===== config.mk =====
export PLATFORM = sky130hd
export DESIGN_NAME = shift_sequencer
export DESIGN_NICKNAME = d
export VERILOG_FILES = /design/src/rtl/shift_sequencer.sv
export SDC_FILE = /design/constraint.sdc
export NUM_CORES = 1
export LEC_CHECK = 0
export ABC_AREA = 1
export CORE_MARGIN = 4
export CORE_UTILIZATION = 35
export DETAILED_ROUTE_END_ITERATION = 8
export GPL_ROUTABILITY_DRIVEN = 0
export GPL_TIMING_DRIVEN = 0
export PLACE_DENSITY_LB_ADDON = 0.08
export SYNTH_ARGS = -nofsm -noshare
export SYNTH_HDL_FRONTEND = slang
export SYNTH_SLANG_ARGS = --single-unit

===== constraint.sdc =====
create_clock -name clk -period 3.9 [get_ports clk]
set_input_delay 0.78 -clock clk [delete_from_list [all_inputs] [get_ports clk]]
set_output_delay 0.78 -clock clk [all_outputs]
set_load 0.01 [all_outputs]

===== src/rtl/shift_sequencer.sv =====
// Multi-cycle 16-bit shifter: one single-bit shift step per clock, amount 0..15.
// Latency: n+1 cycles from accepting edge to done (n = 0 for pass or amt=0, else amt).
// Backpressure: start is only sampled in IDLE; requests during RUN/DONE are dropped, no queuing.
//
// Ports:
//   clk, reset      rising-edge clock, synchronous active-high reset
//   start, in, op, amt   request strobe and operands, latched on acceptance in IDLE
//   busy, done, out      state decodes and the held result register
module shift_sequencer #(
    parameter int WIDTH = 16,
    parameter int AMT_W = 4
) (
    input  logic             clk,
    input  logic             reset,
    input  logic             start,
    input  logic [WIDTH-1:0] in,
    input  logic [1:0]       op,
    input  logic [AMT_W-1:0] amt,
    output logic             busy,
    output logic             done,
    output logic [WIDTH-1:0] out
);

    typedef enum logic [1:0] {
        IDLE = 2'd0,
        RUN  = 2'd1,
        DONE = 2'd2
    } state_t;

    state_t           state_q, state_d;
    logic [WIDTH-1:0] acc_q, acc_d;
    logic [1:0]       op_q, op_d;
    logic [AMT_W-1:0] cnt_q, cnt_d;
    logic [WIDTH-1:0] out_q, out_d;

    // Single-bit shift using the datapath shifter's op encoding.
    function automatic logic [WIDTH-1:0] step(input logic [WIDTH-1:0] a,
                                              input logic [1:0]       o);
        logic [WIDTH-1:0] r;
        case (o)
            2'b01:   r = {a[WIDTH-2:0], 1'b0};
            2'b10:   r = {1'b0, a[WIDTH-1:1]};
            2'b11:   r = {a[WIDTH-1], a[WIDTH-1:1]};
            default: r = a;
        endcase
        return r;
    endfunction

    // State and datapath registers.
    always_ff @(posedge clk) begin
        if (reset) begin
            state_q <= IDLE;
            acc_q   <= '0;
            op_q    <= 2'b00;
            cnt_q   <= '0;
            out_q   <= '0;
        end else begin
            state_q <= state_d;
            acc_q   <= acc_d;
            op_q    <= op_d;
            cnt_q   <= cnt_d;
            out_q   <= out_d;
        end
    end

    // Next-state and datapath update.
    always_comb begin
        state_d = state_q;
        acc_d   = acc_q;
        op_d    = op_q;
        cnt_d   = cnt_q;
        out_d   = out_q;
        case (state_q)
            IDLE: begin
                if (start) begin
                    acc_d = in;
                    op_d  = op;
                    cnt_d = amt;
                    // Zero-step requests skip RUN and publish the operand directly.
                    if (amt == '0 || op == 2'b00) begin
                        state_d = DONE;
                        out_d   = in;
                    end else begin
                        state_d = RUN;
                    end
                end
            end
            RUN: begin
                acc_d = step(acc_q, op_q);
                cnt_d = cnt_q - AMT_W'(1);
                // cnt_q counts steps still to apply including this one.
                if (cnt_q == AMT_W'(1)) begin
                    state_d = DONE;
                    out_d   = step(acc_q, op_q);
                end
            end
            DONE: begin
                state_d = IDLE;
            end
            default: begin
                state_d = IDLE;
            end
        endcase
    end

    // Outputs are pure decodes of registered state.
    always_comb begin
        busy = (state_q != IDLE);
        done = (state_q == DONE);
        out  = out_q;
    end

endmodule

==> results.md <==
- The signal on the critical path passes through nor2_2, inv_1, clkdlybuf4s50_1.
- The power spent charging and discharging nets is 0.507 mW.
- Setup repair after global routing left no endpoint under its margin.
- The startpoint of the worst register-to-register path is state_q[0]$_SDFFE_PP0P_.
- The overall fraction of global-route tracks in use is 17.0%.
- Measured along the x axis, the die boundary spans just under 90 µm.
- Combinational cells account for between 30% and 40% of the total power.
- The number of hold violations in the final report was 0.
- The hold buffer count at cts is 0.
- Setup violations remaining at the end of the flow were counted as 0.
- The overall power consumption is 1.34 mW.
- The synthesis-to-layout area growth is 27.8%.
- The count of clock tree sinks is 40.
- The final worst slack is 1780 ps.
- The final critical delay including setup and external delays is 2120 ps.
- Summed over its instances, the top area cell type makes up 36.8% of the synthesized netlist area.
- Counting the fill cells in the layout gives 651.
- The maximum root-to-sink buffer count is 2.
- The total negative slack for setup checks is 0 ps.
- The total inserted antenna cells is 0.
- The endpoint arrival time on the critical path is roughly 1300 ps.
- Dividing the detail-routed via count by the number of cells gives 4.73.
- The clock reaches the later pin of the worst-skew pair after 290 ps.
- The die covers 7530 µm².
- For this run, the top clock speed supported by timing is 473 MHz.
- The worst setup skew after layout is approximately 1.5 ps.
- The start point of the worst hold path is cnt_q[3]$_SDFFE_PP0P_.
- The total of warnings raised by yosys is 0.
- For flop-to-flop paths, the worst setup slack is 2410 ps.
- The floorplan has 28 rows.
- The HPWL after detailed placement is 4210 µm.
- The via count of the first global-routing pass is around 2100.
- A synthesized cell averages between 6 and 7 µm².
- After synthesis, the netlist uses 25 different library cells.
- The routed layout has 2251 vias.
- The leakage power is 1.31 nW.
- Cells with a size suffix above 1 make up approximately 7.2% of the layout.
- The number of gates resized after CTS was 0.
- The remaining number of nets flagged by the antenna check after routing is 0.
- For this configuration, the core starts out at a cell density of a little over a third.
- Entering global routing, the biggest net connects 12 pins.
- The depth of the worst hold-timing path is 2.
- The number of nets produced by synthesis is 378.
- The iteration-0 DRC count of the detailed router is ~160.
- For the pin with the worst max-slew slack, the measured transition is 627 ps.
- The maximum fanout count along the critical path is 4.
- The flow ran to the end, and the final reports show no timing, DRC or antenna violations.
- 43 I/O pins were placed.
- The number of buffers inserted by port buffering is 42.
- The register clock-pin slew on the reported worst setup and hold paths is 80 ps.
- The library cell occupying the most area in the post-synthesis netlist is dfxtp_1.
- In this run switching power makes up 37.7% of total power.
- The total overflow reported by the global router is 0.
- The worst pin sits at a relative slew slack of between 50% and 60%.
- The worst IR drop on VDD is 0.000184 V.
- Sorting the synthesized cells by area gives the leading types as dfxtp_1 (37%), nand2_1 (21%), nand3_1 (8.1%).
- The root cell of the clock tree is clkbuf_8.
- The count of TritonRoute iterations in the first routing pass is 4.
- The sequential fraction of design power is 40.2%.
- The share of the yosys chip area belonging to registers is 36.8%.
- The maximum level of the CTS H-tree is 2.
- In the routed design, unresolved DRC markers number 0.
- The cell count after synthesis is 351.
- For this run, asynchronously set or reset flops after synthesis account for 0%.
- The worst path uses 54.3% of the clock period.
- The count of flip-flops with a built-in enable after synthesis is 0.
- In this run the post-CTS setup repair buffer count came out at 0.
- The floorplan step defined a core boundary enclosing 5990 µm².
- For hold timing, the worst endpoint is cnt_q[3]$_SDFFE_PP0P_.
- For this design the ratio of total power to cell area is 484 nW/µm².
- The internal power of the cells totals 0.836 mW.
- The count of pins over their slew limit was 0.
- The type of the worst setup path is flop to output pin.
- For this run, the leading register cell type out of synthesis is dfxtp_1.
- After synthesis the cells add up to 2170 µm².
- Counting cells, the worst reg-to-reg path comes to 5.
- The number of antenna violations at the first check in global routing is 0.
- The number of CTS-inserted buffers is 5.
- STA classifies the critical path startpoint as a flop.
- The clock network accounts for 22.2% of the total power.
- In this run the critical register-to-register path is captured at acc_q[8]$_SDFFE_PP0P_.
- In the final design database the tool counted between 400 and 500 nets.
- The post-synthesis sequential element count is 40.
- The first global-routing pass estimated just over 10000 µm of wire.
- The floorplan step set the die height to 86.8 µm.
- Prior to clock tree synthesis, the placed netlist has a worst setup slack of 1530 ps.
- The data required time of the worst path is 3120 ps.
- The TritonCTS clock tree is built.
- Across the run, the number of max-cap violations was 0.
- The cell at the slowest stage of the critical path is clkdlybuf4s50_1.
- STA classifies the critical path endpoint as an output pin.
- The worst hold-check path type is flop to flop.
- The largest single stage delay on the critical path is 520 ps.
- The overall routed net length is 5950 µm.
- In the final routed layout, each cell accounts on average for approximately 12 µm.
power by group through the flow:
stage	sequential, mW	clock (mW)	combinational, mW
after floorplan	0.550	0	0.324
after CTS	0.540	0.308	0.507
final	0.540	0.298	0.504
after global placement	0.548	0	0.501
after global routing	0.553	0.327	0.573
after detailed placement	0.548	0	0.504
critical path: cells and delay by family, from the launching register on:
| kind | cells | cell delay, ps |
|---|---|---|
| flip-flops | 1 | 410 |
| buffers and inverters | 2 | 570 |
| AND/OR/NAND/NOR | 1 | 60 |
through the flow:
step | utilization [%] | hold WS (ps) | instance area, µm² | instances
detailed placement | 44.9 | 494 | 2690 | 468
global route | 46.4 | 533 | 2780 | 476
global placement | 44.9 | 491 | 2690 | 468
CTS | 46.4 | 505 | 2780 | 476
floorplan | - | 464 | 2170 | 351
finish | 46.4 | 503 | 2780 | 476
synthesized netlist by cell type, types with 2 or more instances:
master    count
or2_0         2
nand3_1      35
clkbuf_1      5
nand2_2       2
buf_4         3
nand2_1     123
dfxtp_1      40
buf_2        10
inv_2         2
a21oi_1       9
nor2_1       41
inv_1        33
o21ai_0      22
a31oi_1      12
ha_1          2
how the worst max path moves through the flow:
stage                                        from  slack, ps                     to
after floorplan                            amt[2]       2320   out[10]$_SDFFE_PP0P_
final                     state_q[0]$_SDFFE_PP0P_       1780                   busy
after global placement                      reset       1550   out[12]$_SDFFE_PP0P_
after detailed placement                    reset       1530  acc_q[8]$_SDFFE_PP0P_
after CTS                 state_q[0]$_SDFFE_PP0P_       1760                   busy
after global routing                        reset       1690  acc_q[8]$_SDFFE_PP0P_
metal layers:
metal / track usage (%) / share of wire [%] / up-vias
met1: 22.8 / 50 / 1002
met5: 0 / 0 / -
met2: 27.6 / 44 / 46
met3: 3.61 / 4.9 / 4
met4: 4.39 / 0.86 / 0
li1: - / - / 1199
area by class of cell:
class	count	area (µm²)	area share [%]
inverter	36	135	4.86
timing repair buffer	42	420	15.1
tap	75	93.8	3.38
buffer	19	103	3.69
clock buffer	8	90.1	3.24
sequential	40	801	28.8
multi-input combinational	256	1130	40.9
layout by cell type (no fill, tap or decap), types with 3 or more instances in the layout:
master           synthesis  layout
a31oi_1                 12      12
clkbuf_8                 0       6
inv_1                   33      33
dfxtp_1                 40      40
buf_4                    3       3
nor2_1                  41      41
a21oi_1                  9       9
clkbuf_1                 5       7
nand2_1                123     123
clkdlybuf4s50_1          0      42
o21ai_0                 22      22
buf_2                   10      10
nand3_1                 35      35
registers in the layout, indices dropped and copies added (netlist names):
| register | count |
|---|---|
| op_q | 2 |
| out | 16 |
| state_q | 2 |
| acc_q | 16 |
| cnt_q | 4 |
logic make-up (layout without fill, tap and decap cells):
group | count (synthesis) | after routing | share of synthesized area (%)
AOI/OAI and AO/OA | 45 | 45 | 11.2
adders and majority gates | 2 | 2 | 1.15
buffers and inverters | 55 | 105 | 10.9
DFF | 40 | 40 | 36.8
and+or+nand+nor | 209 | 209 | 39.9
Power figures use the tool's default switching activity.
